<file path="src/rtl/sha_result_check.sv">
// Compares finished SHA hashes against a loaded 256-bit target and queues golden nonces in a FIFO.
// Optional checked-hash counter (hash_cnt) is built when SHA_CHECK_HASHCNT_EN is defined.
module sha_result_check #(
   parameter int FIFO_DEPTH = 4,
   parameter int WORD_S     = 32
) (
   input  logic                          clk,
   input  logic                          reset,
   input  logic                          en,
   input  logic [WORD_S-1:0]             nonce,
   input  logic [255:0]                  H,
   input  logic [255:0]                  target,
   input  logic                          target_we,
   output logic                          found_valid,
   input  logic                          found_ready,
   output logic [WORD_S-1:0]             found_nonce,
   output logic [255:0]                  found_hash,
   output logic                          overflow,
   input  logic                          clr,
   output logic [$clog2(FIFO_DEPTH):0]   count
`ifdef SHA_CHECK_HASHCNT_EN
   ,
   output logic [63:0]                   hash_cnt
`endif
);

   localparam int PW = (FIFO_DEPTH > 1) ? $clog2(FIFO_DEPTH) : 1;
   localparam int CW = $clog2(FIFO_DEPTH) + 1;
   localparam int NW = 256 / WORD_S;
   localparam logic [CW-1:0] FULL_CNT = CW'(FIFO_DEPTH);

   logic [255:0]        target_q;
   logic                s1_valid_q;
   logic [NW-1:0]       s1_lt_q, s1_eq_q, lt_d, eq_d;
   logic [WORD_S-1:0]   s1_nonce_q;
   logic [255:0]        s1_hash_q;
   logic                s2_golden_q, golden_d;
   logic [WORD_S-1:0]   s2_nonce_q;
   logic [255:0]        s2_hash_q;

   logic [WORD_S-1:0]   nonce_mem_q [FIFO_DEPTH];
   logic [255:0]        hash_mem_q  [FIFO_DEPTH];
   logic [PW-1:0]       rd_ptr_q, rd_ptr_d, wr_ptr_q, wr_ptr_d;
   logic [CW-1:0]       count_q, count_d;
   logic                overflow_q, overflow_d;
   logic                pop_d, push_d, drop_d, full_d;

   // Stage 1: independent per-word less-than / equal flags.
   always_comb begin
      lt_d = '0;
      eq_d = '0;
      for (int w = 0; w < NW; w++) begin
         lt_d[w] = H[w*WORD_S +: WORD_S] <  target_q[w*WORD_S +: WORD_S];
         eq_d[w] = H[w*WORD_S +: WORD_S] == target_q[w*WORD_S +: WORD_S];
      end
   end

   // Stage 2: a word decides the compare only if every more-significant word is equal.
   always_comb begin
      logic higher_eq;
      golden_d  = 1'b0;
      higher_eq = 1'b1;
      for (int w = NW - 1; w >= 0; w--) begin
         golden_d  = golden_d | (s1_lt_q[w] & higher_eq);
         higher_eq = higher_eq & s1_eq_q[w];
      end
   end

   always_ff @(posedge clk or negedge reset) begin
      if (!reset) begin
         target_q    <= 256'd0;
         s1_valid_q  <= 1'b0;
         s1_lt_q     <= '0;
         s1_eq_q     <= '0;
         s1_nonce_q  <= '0;
         s1_hash_q   <= 256'd0;
         s2_golden_q <= 1'b0;
         s2_nonce_q  <= '0;
         s2_hash_q   <= 256'd0;
      end else begin
         if (target_we) begin
            target_q <= target;
         end
         s1_valid_q  <= en;
         s1_lt_q     <= lt_d;
         s1_eq_q     <= eq_d;
         s1_nonce_q  <= nonce;
         s1_hash_q   <= H;
         s2_golden_q <= s1_valid_q & golden_d;
         s2_nonce_q  <= s1_nonce_q;
         s2_hash_q   <= s1_hash_q;
      end
   end

   // A full FIFO still accepts a push when the head leaves in the same cycle.
   always_comb begin
      pop_d      = (count_q != {CW{1'b0}}) && found_ready;
      full_d     = (count_q == FULL_CNT);
      push_d     = s2_golden_q && (!full_d || pop_d);
      drop_d     = s2_golden_q && full_d && !pop_d;
      rd_ptr_d   = pop_d  ? rd_ptr_q + PW'(1) : rd_ptr_q;
      wr_ptr_d   = push_d ? wr_ptr_q + PW'(1) : wr_ptr_q;
      case ({push_d, pop_d})
         2'b10:   count_d = count_q + CW'(1);
         2'b01:   count_d = count_q - CW'(1);
         default: count_d = count_q;
      endcase
      if (drop_d) begin
         overflow_d = 1'b1;
      end else if (clr) begin
         overflow_d = 1'b0;
      end else begin
         overflow_d = overflow_q;
      end
   end

   always_ff @(posedge clk or negedge reset) begin
      if (!reset) begin
         rd_ptr_q   <= '0;
         wr_ptr_q   <= '0;
         count_q    <= '0;
         overflow_q <= 1'b0;
         for (int i = 0; i < FIFO_DEPTH; i++) begin
            nonce_mem_q[i] <= '0;
            hash_mem_q[i]  <= 256'd0;
         end
      end else begin
         rd_ptr_q   <= rd_ptr_d;
         wr_ptr_q   <= wr_ptr_d;
         count_q    <= count_d;
         overflow_q <= overflow_d;
         if (push_d) begin
            nonce_mem_q[wr_ptr_q] <= s2_nonce_q;
            hash_mem_q[wr_ptr_q]  <= s2_hash_q;
         end
      end
   end

   assign found_valid = (count_q != {CW{1'b0}});
   assign found_nonce = nonce_mem_q[rd_ptr_q];
   assign found_hash  = hash_mem_q[rd_ptr_q];
   assign overflow    = overflow_q;
   assign count       = count_q;

`ifdef SHA_CHECK_HASHCNT_EN
   logic        s2_valid_q;
   logic [63:0] hash_cnt_q, hash_cnt_d;

   // Clear has priority over a coincident increment.
   always_comb begin
      if (clr) begin
         hash_cnt_d = 64'd0;
      end else if (s2_valid_q) begin
         hash_cnt_d = hash_cnt_q + 64'd1;
      end else begin
         hash_cnt_d = hash_cnt_q;
      end
   end

   always_ff @(posedge clk or negedge reset) begin
      if (!reset) begin
         s2_valid_q <= 1'b0;
         hash_cnt_q <= 64'd0;
      end else begin
         s2_valid_q <= s1_valid_q;
         hash_cnt_q <= hash_cnt_d;
      end
   end

   assign hash_cnt = hash_cnt_q;
`endif

endmodule

</file>
<file path="config.mk">
export PLATFORM = sky130hd
export DESIGN_NAME = sha_result_check
export DESIGN_NICKNAME = d
export VERILOG_FILES = /design/src/rtl/sha_result_check.sv
export SDC_FILE = /design/constraint.sdc
export NUM_CORES = 2
export LEC_CHECK = 0
export BUFFER_PORTS_ARGS = -buffer_cell sky130_fd_sc_hd__buf_4
export CORE_MARGIN = 2
export CORE_UTILIZATION = 35
export DETAILED_ROUTE_END_ITERATION = 12
export GPL_TIMING_DRIVEN = 0
export SLEW_MARGIN = 20
export SYNTH_ARGS = -nofsm -noshare
export SYNTH_HDL_FRONTEND = slang
export SYNTH_SLANG_ARGS = --single-unit
</file>
<file path="constraint.sdc">
create_clock -name clk -period 5.7 [get_ports clk]
set_input_delay 0.855 -clock clk [delete_from_list [all_inputs] [get_ports clk]]
set_output_delay 0.855 -clock clk [all_outputs]
set_load 0.02 [all_outputs]
</file>
### Word level (Yosys, flattened, before mapping)

Index checks and enable logic that the tools add are counted.

* bits in registers: 2010
* input bits: 550
* output and inout port bits: 293

* add/subtract/negate cells: 4
* $lt $le $gt $ge: 11
* equal/unequal tests: 11
* mux-type cells: 15
* bitwise operators: 23
* reductions and logical operators: 11

Operators with widths (number)
* 1024-bit bitwise mux: 1
* 256-bit two-way mux: 3
* 256-bit binary-select mux with 2-bit select: 1
* 256-bit demux with 2-bit select: 1
* 32-bit equality test: 8
* 32-bit less-than comparator: 8
* 128-bit bitwise mux: 1
* 32-bit two-way mux: 3
* 32-bit binary-select mux with 2-bit select: 1
* 32-bit demux with 2-bit select: 1
* 1-bit AND: 14
* 1-bit OR: 7
* 3-bit >= comparator (second input constant): 2
* 2-bit NOT with 3-bit output: 2
* 3-bit one-hot mux with 2 select lines: 1
* 1-bit logical AND: 5
* 2-bit by 1-bit adder with 2-bit output (second input constant): 2
* 2-bit nonzero test: 2
* 3-bit by 1-bit adder with 3-bit output (second input constant): 1
* 3-bit equality test (second input constant): 1
* 3-bit by 1-bit less-than comparator with 1-bit output (second input constant): 1
* 3-bit nonzero test: 1
* 3-bit by 1-bit subtractor with 3-bit output (second input constant): 1
* 2-bit by 1-bit equality test with 1-bit output (second input constant): 1
* 4 further kinds: 6

### Logic depth before layout (Yosys ltp)

* depth after elaboration: 9
* depth in mapped cells: 10
* mapped depth without buffers: 9

### Least setup slack after synthesis

OpenSTA, ideal clock, no wires.

* path kind: in2reg
* start point: input H[63]
* end point: register s1_lt_q[1]
* data arrival time: 2.335 ns
* slack: 3.236 ns
* stages: 6
* buffers on the path: 0
* cells stage by stage: ha_1 > and4_2 > nand4_1 > or4_4 > o311ai_1 > nor3_1

* word-level cells in the longest chain between the ends: 1

Ends and longest elaborated chain
* start: declaration: RTL line 11 `input logic [255:0] H,`
* 32-bit less-than comparator: RTL line 53 `lt_d[w] = H[w*WORD_S +: WORD_S] < target_q[w*WORD_S +: WORD_S];`
* net lt_d[1]: RTL line 34 `logic [NW-1:0] s1_lt_q, s1_eq_q, lt_d, eq_d;`
* end signal: assignment: RTL line 85 `s1_lt_q <= lt_d;`
* end: declaration: RTL line 34

The timed path passes the listed nets, and every way through them passes these cells.
A chain may end at the register's enable or synchronous reset.

### Worst setup path in the final report

* start point: register rd_ptr_q[1]
* end point: output found_hash[120]

* word-level cells in the longest chain between the ends: 4

Ends and longest elaborated chain
* start: declaration: RTL line 43 `logic [PW-1:0] rd_ptr_q, rd_ptr_d, wr_ptr_q, wr_ptr_d;`
* start signal: assignment: RTL line 128 `rd_ptr_q <= rd_ptr_d;`
* 2-bit NOT with 3-bit output (not written as such): RTL line 141 `assign found_hash = hash_mem_q[rd_ptr_q];`
* 256-bit binary-select mux with 2-bit select: RTL line 141
* 256-bit two-way mux (not written as such) (2 in a row): RTL line 141
* end: declaration: RTL line 17 `output logic [255:0] found_hash,`

No other way between the ends. The select of a mux whose other input is x is not followed.

==> impl_metrics.json <==
{
  "drt-total-wl_um": 236000,
  "fin_area_um2": 103000,
  "clk_latency_ns": 0.87,
  "arrival_ns": 3.54,
  "hold_path_class": "primary input to flip-flop",
  "ctsRootBufferMaster": "clkbuf_16",
  "fp.dieW_um": 495,
  "drcViolationCount": 0,
  "slowest_delay_ns": 0.60,
  "cts_resized": 0,
  "synth_ff_type": "dfrtp_1",
  "crit_fanout": 10,
  "synthCells": 5149,
  "cp_top_family": "buffers and inverters",
  "layout_common_cells": "2009 x dfrtp_1, 865 x buf_4, 800 x mux2_4, 360 x mux2_2, 321 x nand2_1",
  "crit_path_start": "rd_ptr_q[1]",
  "ant_nets": 0,
  "tightest_slew_ns": 1.12,
  "numCtsBuffers": 214,
  "ys_warn_count": 0,
  "die_h_um": 495,
  "power.density_nw_per_um2": 573,
  "grt_pass1_vias": 50369,
  "p_leak_uw": 0.0493,
  "post_cts_buffers": 0,
  "vias": 46466,
  "worstReg2RegStart": "target_q[174]",
  "synth-edff-count": 0,
  "worstPathRequired_ns": 4.85,
  "ctsLongestPathBuffers": 3,
  "clock_skew_ns": 0.0791,
  "io_buffer_count": 841,
  "start_util_pct": 35.1,
  "grt_pass1_wl_um": 346000,
  "max_freq_ghz": 0.227,
  "synth.distinct_cells": 51,
  "path_clk_slew_ns": 0.06,
  "syn-cell-area_um2": 84300,
  "crit_type": "flip-flop to output pin",
  "yosysSeqAreaShare_pct": 59.6,
  "nFillCells": 21560,
  "num_rows": 180,
  "place_congestion": 0.873,
  "slowest_stage": "buf_1",
  "core_um2": 240000,
  "grt_usage_pct": 19.1,
  "drt_iter0_drc": 2936,
  "drive_above_1_share_pct": 44.5,
  "finalHoldViolCount": 0,
  "grt_max_degree": 149,
  "finalSetupViolCount": 0,
  "synthesis.nets": 5960,
  "layout_min_cycle_time_ns": 4.40,
  "via_per_inst": 4.84,
  "overflow": 0,
  "drtPass1Iterations": 5,
  "antenna_found_initial": 36,
  "crit_chain": "buf_2 > clkbuf_2 > buf_16 > buf_1 > mux4_2 > buf_4",
  "fin_util_pct": 42.8,
  "crit_buf_inv": 5,
  "wl_per_cell_um": 24.5,
  "async_flop_share_pct": 100,
  "setup-tns-final_ns": 0,
  "min-delay-start": "nonce[0]",
  "start_kind": "flip-flop",
  "ir_drop_uv": 323,
  "htreeDepth": 4,
  "final_common_cell": "dfrtp_1",
  "placed_area_um2": 95300,
  "cap_violations": 0,
  "finalCritPeriodShare_pct": 77.2,
  "endpoint_kind": "output pin",
  "ys_ff_latch": 2009,
  "avgSynthCellArea_um2": 16.4,
  "max_slew_margin_pct": 24.4,
  "cts_tree": "done",
  "synthToLayoutAreaGrowth_pct": 21.9,
  "nets": 7043,
  "slew_viol_final": 0,
  "pin_count": 843,
  "dp.final_hpwl_um": 171000,
  "cts_hold_buf": 0,
  "die-area_um2": 245000,
  "status": "completed",
  "rsz0062_at_grt": "false",
  "clkSinkCount": 2009
}
==> synthesized netlist by cell type (19+ instances only) <==
cell type | number | area (um^2)
dfrtp_1 | 2009 | 50300
mux4_2 | 288 | 6490
o21ai_0 | 279 | 1400
clkbuf_1 | 77 | 289
buf_4 | 24 | 180
mux2_4 | 800 | 12000
nand2_1 | 321 | 1200
buf_2 | 33 | 165
a21oi_1 | 107 | 536
inv_1 | 275 | 1030
nand3_1 | 19 | 95.1
nand4_1 | 40 | 250
buf_12 | 88 | 1760
mux2_2 | 360 | 4050
ha_1 | 260 | 3250
==> registers in the layout (all words and copies together), names as in the netlist, 2 cells and up <==
name / flops
count: 3
hash_mem_q: 1024
nonce_mem_q: 128
rd_ptr_q: 2
s1_eq_q: 7
s1_hash_q: 256
s1_lt_q: 8
s1_nonce_q: 32
s2_hash_q: 256
s2_nonce_q: 32
target_q: 256
wr_ptr_q: 2
==> final timing paths <==
path | endpoint | slack [ns] | cells after the start
setup / recovery | found_hash[120] | 1.30 | 6
hold / removal | s1_nonce_q[0] | 0.09 | 1
setup reg to reg | s1_lt_q[5] | 2.84 | 6
hold reg to reg | s2_hash_q[158] | 0.29 | 0
max in group asynchronous | s2_nonce_q[26] | 2.24 | 7
min in group asynchronous | s2_hash_q[208] | 0.12 | 2
==> area by class of cell <==
cell class	count	area (um^2)	share of cell area, %
well taps	3185	3990	3.88
diodes	18	45.0	0.0438
clock buffers	308	6270	6.10
repair buffers	867	6950	6.77
plain buffers	245	2590	2.52
clock inverters	82	1160	1.13
multi-input cells	2620	30400	29.6
flip-flops and latches	2009	50300	48.9
inverters	275	1030	1.00
==> per-layer routing <==
metal  routed length (um)  vias to the layer above  share of wire (%)  GRT usage (%)
met5                   54                        -              0.023              0
met4                 6750                       12                2.9           5.61
met3                14700                      308                6.3           4.96
met2               111000                     1089                 47           30.4
met1               103000                    24582                 44           25.7
li1                     -                    20475                  -              -
==> where the power goes <==
group	total, uW	switching (uW)	internal, uW
Sequential	21200	2390	18800
Clock	14500	6090	8370
Combinational	23200	10900	12300
==> through the flow <==
step,instances,hold slack [ns],power [uW],worst slack [ns]
after floorplan,5149,0.331,35700,3.24
after global placement,9175,0.332,44400,-21.09
after detailed placement,9201,0.335,44900,1.16
after CTS,9591,0.000701,59700,1.10
after global routing,9599,0.0154,61800,1.07
final,9609,0.0896,58900,1.30
==> logic make-up (layout without fill, tap and decap cells) <==
logic type	count (synthesis)	count (layout)	synth area share, %
buffers and inverters	520	1777	4.29
other	0	18	0
multiplexers	1448	1448	26.8
XOR/XNOR	6	6	0.0624
AO/OA/AOI/OAI	451	451	2.91
AND/OR/NAND/NOR	454	454	2.47
adder cells (fa/ha/maj)	261	261	3.88
flip-flops	2009	2009	59.6
Note: power is estimated with default switching activity, not from simulation.
